`src/rtl/hazard_unit_if.sv`:
```
// ---------------------------------------------------------------------------
// hazard_unit_if
//
// Bundles the pipeline-side signals of the hazard controller. The pipeline
// stages drive the register numbers, write enables and instruction class
// flags. The hazard unit drives back the stall, flush, forwarding and
// mult/div busy indications.
//
// Modports
//   master : pipeline side. Drives the stage information and observes the
//            hazard controls.
//   slave  : hazard unit side. Observes the stage information and drives the
//            hazard controls.
//
// Signal summary
//   rs_decode, rt_decode                [4:0] source registers in decode
//   rs_execute, rt_execute              [4:0] source registers in execute
//   write_register_{execute,memory,writeback}  [4:0] destination registers
//   register_write_{execute,memory,writeback}        write enables
//   memory_to_register_{execute,memory}              stage holds a load
//   branch_decode        decode holds a branch compared in decode
//   muldiv_decode        decode holds mult/multu/div/divu
//   hilo_read_decode     decode holds mfhi/mflo
//   muldiv_start_execute execute starts the mult/div unit this cycle
//   muldiv_is_div_execute the started operation is a divide
//   stall_fetch, stall_decode  hold PC and the fetch/decode register
//   flush_execute        clear of the decode/execute register
//   forward_a_decode, forward_b_decode    comparator operand selects
//   forward_a_execute, forward_b_execute  [1:0] ALU operand selects
//   muldiv_busy          mult/div result pending
// ---------------------------------------------------------------------------
interface hazard_unit_if;
    logic [4:0] rs_decode;
    logic [4:0] rt_decode;
    logic [4:0] rs_execute;
    logic [4:0] rt_execute;
    logic [4:0] write_register_execute;
    logic [4:0] write_register_memory;
    logic [4:0] write_register_writeback;
    logic       register_write_execute;
    logic       register_write_memory;
    logic       register_write_writeback;
    logic       memory_to_register_execute;
    logic       memory_to_register_memory;
    logic       branch_decode;
    logic       muldiv_decode;
    logic       hilo_read_decode;
    logic       muldiv_start_execute;
    logic       muldiv_is_div_execute;

    logic       stall_fetch;
    logic       stall_decode;
    logic       flush_execute;
    logic       forward_a_decode;
    logic       forward_b_decode;
    logic [1:0] forward_a_execute;
    logic [1:0] forward_b_execute;
    logic       muldiv_busy;

    modport master (
        output rs_decode, rt_decode, rs_execute, rt_execute,
        output write_register_execute, write_register_memory, write_register_writeback,
        output register_write_execute, register_write_memory, register_write_writeback,
        output memory_to_register_execute, memory_to_register_memory,
        output branch_decode, muldiv_decode, hilo_read_decode,
        output muldiv_start_execute, muldiv_is_div_execute,
        input  stall_fetch, stall_decode, flush_execute,
        input  forward_a_decode, forward_b_decode,
        input  forward_a_execute, forward_b_execute,
        input  muldiv_busy
    );

    modport slave (
        input  rs_decode, rt_decode, rs_execute, rt_execute,
        input  write_register_execute, write_register_memory, write_register_writeback,
        input  register_write_execute, register_write_memory, register_write_writeback,
        input  memory_to_register_execute, memory_to_register_memory,
        input  branch_decode, muldiv_decode, hilo_read_decode,
        input  muldiv_start_execute, muldiv_is_div_execute,
        output stall_fetch, stall_decode, flush_execute,
        output forward_a_decode, forward_b_decode,
        output forward_a_execute, forward_b_execute,
        output muldiv_busy
    );
endinterface

```
`src/rtl/hazard_unit.sv`:
```
// ---------------------------------------------------------------------------
// hazard_unit
//
// Hazard controller for the five-stage MIPS pipeline. It detects the
// following conditions and drives stall and flush for them:
//   - load-use dependencies,
//   - branches whose comparator operands are not yet available,
//   - HI/LO readers or new mult/div operations issued while the mult/div
//     unit is busy.
// It also selects operand forwarding for the decode comparator and the
// execute ALU. A down-counter models the in-flight mult/div latency.
//
// Parameters
//   MULT_LATENCY  cycles until a mult/multu result is in HI/LO (>= 1)
//   DIV_LATENCY   cycles until a div/divu result is in HI/LO (>= MULT_LATENCY)
//
// Ports
//   clk      core clock, rising edge
//   reset_n  asynchronous active-low reset; forces every output to 0 while low
//   hz       hazard_unit_if.slave, holding the stage information in and the
//            hazard controls out
//
// All outputs are combinational from the stage information and the counter.
// None of them feeds back into an input.
// ---------------------------------------------------------------------------
module hazard_unit #(
    parameter int MULT_LATENCY = 4,
    parameter int DIV_LATENCY  = 32
) (
    input  logic          clk,
    input  logic          reset_n,
    hazard_unit_if.slave  hz
);

    localparam int COUNT_W = $clog2(DIV_LATENCY + 1);
    localparam logic [COUNT_W-1:0] MULT_LOAD = COUNT_W'(MULT_LATENCY);
    localparam logic [COUNT_W-1:0] DIV_LOAD  = COUNT_W'(DIV_LATENCY);

    generate
        if (MULT_LATENCY < 1) begin : g_bad_mult_latency
            $error("hazard_unit: MULT_LATENCY must be at least 1");
        end
        if (DIV_LATENCY < MULT_LATENCY) begin : g_bad_div_latency
            $error("hazard_unit: DIV_LATENCY must not be below MULT_LATENCY");
        end
    endgenerate

    // -----------------------------------------------------------------------
    // Register-match detection. Index 0 is the rs operand and index 1 is the
    // rt operand. Register $0 is hard-wired to zero, so it never matches.
    // -----------------------------------------------------------------------
    logic [1:0][4:0] src_decode;
    logic [1:0][4:0] src_execute;

    assign src_decode[0]  = hz.rs_decode;
    assign src_decode[1]  = hz.rt_decode;
    assign src_execute[0] = hz.rs_execute;
    assign src_execute[1] = hz.rt_execute;

    logic [1:0] match_decode_execute;    // decode operand written by execute
    logic [1:0] match_decode_memory;     // decode operand written by memory
    logic [1:0] match_execute_memory;    // execute operand written by memory
    logic [1:0] match_execute_writeback; // execute operand written by writeback

    logic [1:0][1:0] forward_execute_sel;

    genvar gi;
    generate
        for (gi = 0; gi < 2; gi++) begin : g_operand
            assign match_decode_execute[gi] = hz.register_write_execute
                                              && (hz.write_register_execute == src_decode[gi])
                                              && (src_decode[gi] != 5'd0);

            assign match_decode_memory[gi] = hz.register_write_memory
                                             && (hz.write_register_memory == src_decode[gi])
                                             && (src_decode[gi] != 5'd0);

            assign match_execute_memory[gi] = hz.register_write_memory
                                              && (hz.write_register_memory == src_execute[gi])
                                              && (src_execute[gi] != 5'd0);

            assign match_execute_writeback[gi] = hz.register_write_writeback
                                                 && (hz.write_register_writeback == src_execute[gi])
                                                 && (src_execute[gi] != 5'd0);

            // The memory stage holds the younger value, so it takes priority
            // over writeback. The encoding 2'b11 can never be produced.
            assign forward_execute_sel[gi] = match_execute_memory[gi]    ? 2'b10 :
                                             match_execute_writeback[gi] ? 2'b01 :
                                                                           2'b00;
        end
    endgenerate

    // -----------------------------------------------------------------------
    // Mult/div latency counter. A start is only accepted while the counter
    // is idle. A start that arrives while busy is dropped, and the counter
    // keeps running down. Pipeline stalls never freeze the counter, because
    // the unit runs on its own once it has been started.
    // -----------------------------------------------------------------------
    logic [COUNT_W-1:0] count_reg;
    logic [COUNT_W-1:0] count_next;
    logic               busy;

    always_comb begin
        count_next = count_reg;
        if (count_reg == '0) begin
            if (hz.muldiv_start_execute) begin
                count_next = hz.muldiv_is_div_execute ? DIV_LOAD : MULT_LOAD;
            end
        end else begin
            count_next = count_reg - COUNT_W'(1);
        end
    end

    always_ff @(posedge clk or negedge reset_n) begin
        if (!reset_n) begin
            count_reg <= '0;
        end else begin
            count_reg <= count_next;
        end
    end

    assign busy = (count_reg != '0);

    // -----------------------------------------------------------------------
    // Stall sources.
    //
    // Load-use: the decode instruction needs a load result that is only
    // available after the memory stage.
    //
    // Branch: the comparator runs in decode. It cannot use an execute-stage
    // result, and it cannot use a load that is still in memory. An ALU
    // result in memory is forwarded instead of stalling.
    //
    // Mult/div: HI/LO readers and new mult/div ops wait for the pending
    // result. The start cycle counts as well, because the counter only
    // loads at the end of that cycle.
    // -----------------------------------------------------------------------
    logic load_use_stall;
    logic branch_stall;
    logic muldiv_stall;
    logic stall;

    assign load_use_stall = hz.memory_to_register_execute && (|match_decode_execute);

    assign branch_stall = hz.branch_decode
                          && ((|match_decode_execute)
                              || (hz.memory_to_register_memory && (|match_decode_memory)));

    assign muldiv_stall = (busy || hz.muldiv_start_execute)
                          && (hz.hilo_read_decode || hz.muldiv_decode);

    assign stall = load_use_stall || branch_stall || muldiv_stall;

    // -----------------------------------------------------------------------
    // Outputs. Every output is qualified with reset_n, so it drops to 0 as
    // soon as reset is asserted, with no clock edge needed. Flush and both
    // stalls move together. The stalled decode instruction is therefore
    // presented again while a bubble enters execute.
    // -----------------------------------------------------------------------
    assign hz.stall_fetch       = reset_n && stall;
    assign hz.stall_decode      = reset_n && stall;
    assign hz.flush_execute     = reset_n && stall;
    assign hz.forward_a_decode  = reset_n && match_decode_memory[0];
    assign hz.forward_b_decode  = reset_n && match_decode_memory[1];
    assign hz.forward_a_execute = reset_n ? forward_execute_sel[0] : 2'b00;
    assign hz.forward_b_execute = reset_n ? forward_execute_sel[1] : 2'b00;
    assign hz.muldiv_busy       = reset_n && busy;

endmodule

```
`src/flat_wrapper.sv`:
```
// flat-port wrapper written by rule: the top's interface ports become plain ports
module hazard_unit_flat 
#(
    parameter int MULT_LATENCY = 4,
    parameter int DIV_LATENCY  = 32
)
  (clk, reset_n, hz_rs_decode, hz_rt_decode, hz_rs_execute, hz_rt_execute, hz_write_register_execute, hz_write_register_memory, hz_write_register_writeback, hz_register_write_execute, hz_register_write_memory, hz_register_write_writeback, hz_memory_to_register_execute, hz_memory_to_register_memory, hz_branch_decode, hz_muldiv_decode, hz_hilo_read_decode, hz_muldiv_start_execute, hz_muldiv_is_div_execute, hz_stall_fetch, hz_stall_decode, hz_flush_execute, hz_forward_a_decode, hz_forward_b_decode, hz_forward_a_execute, hz_forward_b_execute, hz_muldiv_busy);
  hazard_unit_if hz_i ();
  input  logic clk;
  input  logic reset_n;
  input wire logic [$bits(hz_i.rs_decode)-1:0] hz_rs_decode;
  input wire logic [$bits(hz_i.rt_decode)-1:0] hz_rt_decode;
  input wire logic [$bits(hz_i.rs_execute)-1:0] hz_rs_execute;
  input wire logic [$bits(hz_i.rt_execute)-1:0] hz_rt_execute;
  input wire logic [$bits(hz_i.write_register_execute)-1:0] hz_write_register_execute;
  input wire logic [$bits(hz_i.write_register_memory)-1:0] hz_write_register_memory;
  input wire logic [$bits(hz_i.write_register_writeback)-1:0] hz_write_register_writeback;
  input wire logic [$bits(hz_i.register_write_execute)-1:0] hz_register_write_execute;
  input wire logic [$bits(hz_i.register_write_memory)-1:0] hz_register_write_memory;
  input wire logic [$bits(hz_i.register_write_writeback)-1:0] hz_register_write_writeback;
  input wire logic [$bits(hz_i.memory_to_register_execute)-1:0] hz_memory_to_register_execute;
  input wire logic [$bits(hz_i.memory_to_register_memory)-1:0] hz_memory_to_register_memory;
  input wire logic [$bits(hz_i.branch_decode)-1:0] hz_branch_decode;
  input wire logic [$bits(hz_i.muldiv_decode)-1:0] hz_muldiv_decode;
  input wire logic [$bits(hz_i.hilo_read_decode)-1:0] hz_hilo_read_decode;
  input wire logic [$bits(hz_i.muldiv_start_execute)-1:0] hz_muldiv_start_execute;
  input wire logic [$bits(hz_i.muldiv_is_div_execute)-1:0] hz_muldiv_is_div_execute;
  output wire logic [$bits(hz_i.stall_fetch)-1:0] hz_stall_fetch;
  output wire logic [$bits(hz_i.stall_decode)-1:0] hz_stall_decode;
  output wire logic [$bits(hz_i.flush_execute)-1:0] hz_flush_execute;
  output wire logic [$bits(hz_i.forward_a_decode)-1:0] hz_forward_a_decode;
  output wire logic [$bits(hz_i.forward_b_decode)-1:0] hz_forward_b_decode;
  output wire logic [$bits(hz_i.forward_a_execute)-1:0] hz_forward_a_execute;
  output wire logic [$bits(hz_i.forward_b_execute)-1:0] hz_forward_b_execute;
  output wire logic [$bits(hz_i.muldiv_busy)-1:0] hz_muldiv_busy;
  assign hz_i.rs_decode = hz_rs_decode;
  assign hz_i.rt_decode = hz_rt_decode;
  assign hz_i.rs_execute = hz_rs_execute;
  assign hz_i.rt_execute = hz_rt_execute;
  assign hz_i.write_register_execute = hz_write_register_execute;
  assign hz_i.write_register_memory = hz_write_register_memory;
  assign hz_i.write_register_writeback = hz_write_register_writeback;
  assign hz_i.register_write_execute = hz_register_write_execute;
  assign hz_i.register_write_memory = hz_register_write_memory;
  assign hz_i.register_write_writeback = hz_register_write_writeback;
  assign hz_i.memory_to_register_execute = hz_memory_to_register_execute;
  assign hz_i.memory_to_register_memory = hz_memory_to_register_memory;
  assign hz_i.branch_decode = hz_branch_decode;
  assign hz_i.muldiv_decode = hz_muldiv_decode;
  assign hz_i.hilo_read_decode = hz_hilo_read_decode;
  assign hz_i.muldiv_start_execute = hz_muldiv_start_execute;
  assign hz_i.muldiv_is_div_execute = hz_muldiv_is_div_execute;
  assign hz_stall_fetch = hz_i.stall_fetch;
  assign hz_stall_decode = hz_i.stall_decode;
  assign hz_flush_execute = hz_i.flush_execute;
  assign hz_forward_a_decode = hz_i.forward_a_decode;
  assign hz_forward_b_decode = hz_i.forward_b_decode;
  assign hz_forward_a_execute = hz_i.forward_a_execute;
  assign hz_forward_b_execute = hz_i.forward_b_execute;
  assign hz_muldiv_busy = hz_i.muldiv_busy;
  hazard_unit #(.MULT_LATENCY(MULT_LATENCY), .DIV_LATENCY(DIV_LATENCY)) u_core (.clk(clk), .reset_n(reset_n), .hz(hz_i));
endmodule
```
`config.mk`:
```
export PLATFORM = sky130hd
export DESIGN_NAME = hazard_unit_flat
export DESIGN_NICKNAME = d
export VERILOG_FILES = /design/src/rtl/hazard_unit_if.sv /design/src/rtl/hazard_unit.sv /design/src/flat_wrapper.sv
export SDC_FILE = /design/constraint.sdc
export NUM_CORES = 1
export LEC_CHECK = 0
export CAP_MARGIN = 0
export CELL_PAD_IN_SITES_DETAIL_PLACEMENT = 1
export CELL_PAD_IN_SITES_GLOBAL_PLACEMENT = 2
export CORE_MARGIN = 8
export CORE_UTILIZATION = 33
export DETAILED_ROUTE_END_ITERATION = 10
export DONT_BUFFER_PORTS = 1
export PLACE_DENSITY = 0.78
export SETUP_SLACK_MARGIN = 0.5
export SYNTH_ARGS = -nofsm -noshare
export SYNTH_HDL_FRONTEND = slang
export SYNTH_SLANG_ARGS = --single-unit
export TNS_END_PERCENT = 10
```
`constraint.sdc`:
```
create_clock -name clk -period 2.4 [get_ports clk]
set_clock_uncertainty 0.1 [all_clocks]
set_input_delay 0.24 -clock clk [delete_from_list [all_inputs] [get_ports clk]]
set_output_delay 0.24 -clock clk [all_outputs]
set_load 0.1 [all_outputs]
```
==> reports/results.ini, run 1 <==
[synth]
synth_edf_count=0
syn_area_um2=949.7
synth_top_area_cell=xnor2_1
seq_area_frac_synth=0.1581
synth_cells=112
synthFlopType=dfrtp_1
synthDominantCellAreaShare=0.2582
avgSynthCellArea_um2=8.479
ys_warn_count=0
netlist_top_cells_area=xnor2_1, dfrtp_1, xor2_1
ys_top_cells_by_count=xnor2_1, xor2_1, dfrtp_1, nand4_1, nor4_1
yosys.cell_count.top_type=xnor2_1
ys_async_sr_fraction=1.000
ys_types=30
synth-seq-cells=6
syn_nets=161

[floorplan]
ios=57
fp.dieW_um=69.65
core.rowCount=19
dieArea_um2=4850
die-height_um=69.65
start_util=0.3444
core_region_area_um2=2758

[detailed_routing]
drtAntennaViolNets=0
drt_iter0_markers=24
first_pass_iters=3
viasPerCell=5.650
routedWlPerCell_um=20.29
drc=0
met3WireLength_um=448
highest_layer=met4
vias=921
wl_met1_um=1113
routed_wl_um=3307
routed-wl-met2_um=1717

[clocking]
clockBufferDepth=2
cts_made_buffers=3
clock-sinks=6
clkTransAtPathRegs_ns=0.04
cts_tree=done
cts-root-buf=clkbuf_4
clkLatencyLatePin_ns=0.24
htree_levels=1

[power_and_ir_drop]
p_leak_uw=0.0004541
seqPwrFrac=0.257
pwr-share-comb=0.637
power_switching_uw=354.3
fin_total_pwr_uw=846.0
powerDensity_nw_per_um2=670.8
cell_internal_pwr_uw=491.7
peakVddDrop_uv=364.3
clock_power_share=0.106
swShare=0.4188

[placed_design]
place.gp.congestion=0.7792
pre_cts_ws_ns=0.1479
numPortBuffers=0

[cells_and_area]
synthToLayoutAreaGrowth_pct=32.81
fill_cells=339
fin_nets=183
antenna_cells=0
largest_register_ffs=6
drive_gt1_frac=0.2955

[sta]
rsz0062_at_grt=yes
drv_slew=0
hold_viol_final=0
fin_crit_ns=2.042
fin_ws_ns=0.3577
fmax_ghz=0.4896
final-setup-viol-count=0
period_share=0.8510
slew_headroom=0.6140
worst_slew_pin_slew_ns=0.5737

[setup_path]
crit_type=flip-flop to output pin
slowest_stage=dfrtp_1
end_kind=output pin
cp_max_fo=2
crit_chain=inv_2 -> ha_4 -> nor2b_4 -> nand2_2 -> o221ai_2 -> o211ai_1 -> buf_4 -> buf_16
cp_top_family=buffers and inverters
cp_slowest_stage_delay_ns=0.40
cp.required_ns=2.06
arrival_ns=1.70
start_kind=flip-flop
path_depth=8
r2r.worst_path.cells=6
crit_buf_inv=3

[hold_path]
hp-class=input port to flip-flop
hold_depth=1

[global_routing]
grt_pass1_wl_um=5471
grt_overflow_total=0
grtUsageTotal=0.1360
antenna_found_initial=0
grt_pass1_vias=1115
grt_max_degree=12

[job]
cap_violations=0

[status]
outcome=completed

[power by group through the flow]
stage	combinational, uW	sequential, uW	clock, uW
final	539	217	89.8
after global routing	589	223	106
after CTS	518	211	95.4
after detailed placement	394	210	0
after global placement	374	207	0
after floorplan	299	197	0
[final cells by class]
type / count / area [um2] / area share
clock buffer: 3 / 22.52 / 0.01786
inverter: 3 / 11.26 / 0.008929
multi-input combinational: 98 / 813.3 / 0.6448
sequential: 6 / 150.1 / 0.1190
tap: 31 / 38.79 / 0.03075
timing repair buffer: 22 / 225.2 / 0.1786
[through the flow]
stage	hold WS (ns)	util	std cells	setup TNS [ns]	area, um2
global placement	-0.1553	0.4088	150	0	1127
floorplan	-0.1556	-	112	-2.915	949.7
global route	0.001746	0.4574	163	0	1261
CTS	0.01094	0.4546	162	0	1254
detailed placement	-0.1553	0.4088	150	0	1127
finish	0.01101	0.4574	163	0	1261
[cells in the final DEF, fill, tap and decap left out, drive strengths merged, types with 5 or more instances in the layout]
cell type   n
nor4        8
nor2        5
nand4       6
dfrtp       6
and2        5
xor2       14
buf        20
xnor2      28
[cells by family (layout without fill, tap and decap cells)]
group	count (synthesis)	in the layout	synth area share
fa+ha+maj	2	2	0.02635
compound gates	15	15	0.1080
simple gates	39	39	0.2806
xor+xnor	42	42	0.3874
buf+inv	8	28	0.03952
flops	6	6	0.1581
[routing by layer]
metal  GRT usage  vias up
li1            -      440
met1      0.1182      434
met2      0.2449       45
met3     0.07725        2
met4     0.06696        0
met5           0        -
[path summary, 6_finish.rpt]
kind | to | slack, ns | start
worst max-delay path | hz_flush_execute | 0.36 | u_core.count_reg[0]
worst max register to register | u_core.count_reg[5] | 0.92 | u_core.count_reg[0]
worst min-delay path | u_core.count_reg[2] | 0.01 | hz_muldiv_is_div_execute
min in group asynchronous | u_core.count_reg[0] | 0.21 | reset_n
max in group asynchronous | u_core.count_reg[3] | 1.77 | reset_n
worst min register to register | u_core.count_reg[4] | 0.46 | u_core.count_reg[4]
[timing repair]
action / 4_1_cts / 5_1_grt
setup buffers: 8 / 1
gates resized for setup: 9 / 0
endpoints found under the hold margin: 6 / 0
gates cloned: 0 / 0
pin swaps: 3 / 0
hold buffers: 1 / 0
setup endpoints to repair: 6 / 7
(Power assumes the default switching activity.)
==> inputs of run 2 (changes only) <==
- CELL_PAD_IN_SITES_DETAIL_PLACEMENT: 1 -> 0
- CELL_PAD_IN_SITES_GLOBAL_PLACEMENT: 2 -> 1
- CORE_UTILIZATION: 33 -> 43
- SKIP_LAST_GASP: not set -> 1
- clock period: 2.4 -> 2 ns (I/O delays scaled with it)
==> reports/results.ini, run 2 (synthesis results as in run 1) <==
[sta]
final-setup-viol-count=3
rsz0062_at_grt=yes
hold_viol_final=0
fin_ws_ns=-0.03216
slew_headroom=0.5967
fin_crit_ns=2.032
fmax_ghz=0.4921
worst_slew_pin_slew_ns=0.5995
drv_slew=0
period_share=1.016

[setup_path]
crit_type=flip-flop to output pin
r2r.worst_path.cells=6
cp.required_ns=1.70
timing.rr.end=u_core.count_reg[5]
start_kind=flip-flop
reg2reg_slack_ns=0.47
end_kind=output pin
r2r-start=u_core.count_reg[0]
cp_max_fo=3
arrival_ns=1.73

[power_and_ir_drop]
fin_total_pwr_uw=1024
powerDensity_nw_per_um2=770.0
peakVddDrop_uv=481.0
p_leak_uw=0.0004732

[clocking]
clockBufferDepth=2
clkLatencyLatePin_ns=0.25
clock-sinks=6
cts_made_buffers=3
cts_tree=done
clkTransAtPathRegs_ns=0.05
cts-root-buf=clkbuf_4
htree_levels=1

[cells_and_area]
post-route-util=0.6191
antenna_cells=0
largest_register_ffs=6
fin_cells=161
fin_nets=184
multiInputGateArea_um2=813.3
drive_gt1_frac=0.2932
synthToLayoutAreaGrowth_pct=40.05
regArea_um2=150.1
fill_cells=190
layout_common_cells=xnor2_1, xor2_1, buf_4
layout_commonest_cell=xnor2_1

[floorplan]
dieArea_um2=3968
core.rowCount=17
fp.dieW_um=63.00
core_region_area_um2=2148
ios=57
start_util=0.4421
die-height_um=63.00

[detailed_routing]
vias=894
drc=0
drt_iter0_markers=14
drtAntennaViolNets=0
routed_wl_um=2904
routedWlPerCell_um=18.04
first_pass_iters=4
viasPerCell=5.553

[global_routing]
grt_pass1_vias=1062
antenna_found_initial=0
grt_overflow_total=0
grtUsageTotal=0.1496
grt_pass1_wl_um=4905
grt_max_degree=12

[placed_design]
pre_cts_ws_ns=0.02155
dp_hpwl_um=2380
place.gp.congestion=0.8229
numPortBuffers=0
dp.cells=151

[status]
violations=setup timing
outcome=complete, but fails checks

[hold_path]
whs_endpoint=u_core.count_reg[2]
hold_depth=2
min_from=hz_muldiv_start_execute
hp-class=input port to flip-flop

[job]
cap_violations=0

run 2: stage by stage:
step	area, um2	TNS [ns]	hold slack, ns
2_1_floorplan	949.7	-4.572	-0.1956
3_3_place_gp	1216	0	-0.1952
3_5_place_dp	1216	0	-0.1952
4_1_cts	1315	-0.007438	0.0003259
5_1_grt	1330	-0.2929	0.04094
6_report	1330	-0.08286	0.02546
run 2: routing by layer:
metal  track usage  wire length (um)  vias to the layer above
li1              -                 -                      441
met1        0.1307               977                      415
met2        0.2753              1576                       33
met3       0.08602               306                        5
met4       0.05413                44                        0
met5             0                 0                        -
run 2: power by group:
part           internal [uW]  switching (uW)
Clock                   68.3            49.8
Combinational            346             302
Sequential               188            70.3
Total                    602             422
run 2: critical path: stages (launching register included):
cell and delay [ns]:
dfrtp_1 0.39, inv_2 0.10, ha_4 0.14, nor2b_4 0.14
nand2_2 0.07, o221ai_2 0.14, o211ai_1 0.13, buf_4 0.19
buf_16 0.17
run 2: what timing repair did:
action / in CTS / in global routing
gates resized for setup: 9 / 0
hold buffers: 2 / 0
buffers inserted: 3 / 2
hold endpoints to repair: 7 / 0
pin swaps: 2 / 0
setup endpoints to repair: 13 / 11
run 2: worst max path at each step:
stage	from	endpoint
2_1_floorplan	hz_write_register_execute[1]	hz_stall_decode
3_3_place_gp	hz_rt_decode[1]	hz_flush_execute
3_5_place_dp	u_core.count_reg[1]	hz_stall_fetch
4_1_cts	u_core.count_reg[1]	hz_stall_fetch
5_1_grt	u_core.count_reg[0]	hz_stall_fetch
6_report	u_core.count_reg[1]	hz_stall_fetch
run 2: cell type report:
class                           count  share of cell area
Multi-Input combinational cell     98              0.6115
Timing Repair Buffer               23              0.2239
Inverter                            3            0.008467
Clock buffer                        3             0.01693
Sequential cell                     6              0.1129
Tap cell                           28             0.02634
==> variant (flow settings as in run 1) <==
`DIV_LATENCY` is set to 32 in 2 places; all go to 16.
--- a/src/rtl/hazard_unit.sv
+++ b/src/rtl/hazard_unit.sv
@@ -26,5 +26,5 @@
 module hazard_unit #(
     parameter int MULT_LATENCY = 4,
-    parameter int DIV_LATENCY  = 32
+    parameter int DIV_LATENCY  = 16
 ) (
     input  logic          clk,
--- a/src/flat_wrapper.sv
+++ b/src/flat_wrapper.sv
@@ -3,5 +3,5 @@
 #(
     parameter int MULT_LATENCY = 4,
-    parameter int DIV_LATENCY  = 32
+    parameter int DIV_LATENCY  = 16
 )
   (clk, reset_n, hz_rs_decode, hz_rt_decode, hz_rs_execute, hz_rt_execute, hz_write_register_execute, hz_write_register_memory, hz_write_register_writeback, hz_register_write_execute, hz_register_write_memory, hz_register_write_writeback, hz_memory_to_register_execute, hz_memory_to_register_memory, hz_branch_decode, hz_muldiv_decode, hz_hilo_read_decode, hz_muldiv_start_execute, hz_muldiv_is_div_execute, hz_stall_fetch, hz_stall_decode, hz_flush_execute, hz_forward_a_decode, hz_forward_b_decode, hz_forward_a_execute, hz_forward_b_execute, hz_muldiv_busy);
Function: no difference found for any inputs over 10 cycles, from zero or initial values and one cycle with reset_n low; that may be too few to reach the edited logic, so the function may still have changed.
==> variant against run 1 <==
Sequential cell count decreased by 1; final area decreased by 9.5%; worst setup slack got worse by 0.12 ns; power decreased by 18%; first-iteration DRC count decreased by 29%; area after synthesis decreased by 9.1%; wire length decreased by 14%; critical path type unchanged; highest routed layer unchanged.
==> variant: results (changes against run 1) <==
outcome complete, no violations (unchanged); fin worst setup slack 0.2381 ns (was 0.3577 ns); drt wl/cell 19.17 um (was 20.29 um); R2R cell count 7 (was 6); Synth cell types 30 (unchanged); maximum vdd drop 400.9 uV (was 364.3 uV); DRT Pass-1 Iters 2 (was 3); routability cong. 0.7627 (was 0.7792); Max FO, Critical Path 3 (was 2); post-CTS setup buffer count 6 (was 8); Worst R2R Setup Slack 0.76 ns (was 0.92 ns); initial antenna violation count 0 (unchanged); WL final 2857 um (was 3307 um); Fill cells 304 (was 339); clock group power 0.0974 mW (was 0.0898 mW); syn avg cell area 8.464 um^2 (was 8.479 um^2); DP Worst Slack 0.1893 ns (was 0.1479 ns); final net count 168 (was 183); CP delay by family, top buffers and inverters (unchanged); hold depth 2 (was 1); worst skew pair latency 0.25 ns; WP data arrival 1.82 ns (was 1.70 ns); leakage 0.4134 nW (was 0.4541 nW); CTS resizes 7 (was 9); vias in the first global route 951 (was 1115); largest buffer count on any clock path 2 (unchanged); first-pass GRT wire length 4643 um (was 5471 um); All-Layer GR Usage 0.1321 (was 0.1360); CP max stage delay 0.38 ns (was 0.40 ns); top cells by count, synth xnor2_1 (28), xor2_1 (13), nand4_1 (6), nor4_1 (6), dfrtp_1 (5) (was xnor2_1 (28), xor2_1 (14), dfrtp_1 (6), nand4_1 (6), nor4_1 (6)); Tot Pwr 0.6944 mW (was 0.8460 mW); hold endpoint u_core.count_reg[1]$_DFFE_PN0P_ (was u_core.count_reg[2]$_DFFE_PN0P_); hold_ws 0.1079 ns (was 0.01101 ns); R2R Path End u_core.count_reg[2]$_DFFE_PN0P_ (was u_core.count_reg[5]$_DFFE_PN0P_); sequential share of the synthesized area 0.1449 (was 0.1581); Logic power comb 0.435 mW (was 0.539 mW); min-delay src hz_muldiv_start_execute (was hz_muldiv_is_div_execute); slew of the pin with the lowest slew margin 0.5876 ns (was 0.5737 ns); internal power 0.4039 mW (was 0.4917 mW); CP Capture Point hz_stall_fetch (was hz_flush_execute); dpl cells 137 (was 150); clk slew on worst S/H paths 0.04 ns (about the same); max FFs per register 5 (was 6); crit path from u_core.count_reg[0]$_DFFE_PN0P_ (unchanged); share of cells above drive strength 1 0.2941 (was 0.2955); DR vias/cell 5.490 (was 5.650); IO Port Bufs 0 (unchanged); Area contributors post-synth xnor2_1 (28%), dfrtp_1 (14%), xor2_1 (13%) (was xnor2_1 (26%), dfrtp_1 (16%), xor2_1 (13%)); Post-synth ARST share 1.000 (unchanged); number of CTS-inserted buffers 3 (unchanged); Iteration-0 DRC Markers 17 (was 24); cell area after placement 1025 um^2 (was 1127 um^2)
==> variant: changes by cell type after synthesis, moves of 2 or more <==
cell	delta
a21oi_1	-3
nor3_1	-2
o31ai_1	-2
nor2_1	+2
nand2_1	-2
==> variant: per-layer routing <==
metal | part of all wire | GRT usage
met1 | 0.35 | 0.1336
met2 | 0.48 | 0.2210
met3 | 0.14 | 0.06291
met5 | 0 | 0
met4 | 0.027 | 0.07311
==> variant: area by class of cell <==
type,instances,area (um^2),share of cell area
Clock buffer,4,26.28,0.02303
Inverter,2,7.507,0.006579
Multi-Input combinational cell,90,752.0,0.6590
Sequential cell,5,125.1,0.1096
Tap cell,30,37.54,0.03289
Timing Repair Buffer,18,192.7,0.1689
==> variant: logic make-up after synthesis <==
group,synth area share
XOR/XNOR,0.4159
AND/OR/NAND/NOR,0.3014
AO/OA/AOI/OAI,0.07246
buffers and inverters,0.03913
flip-flops,0.1449
multiplexers,0.01159
adder cells (fa/ha/maj),0.01449
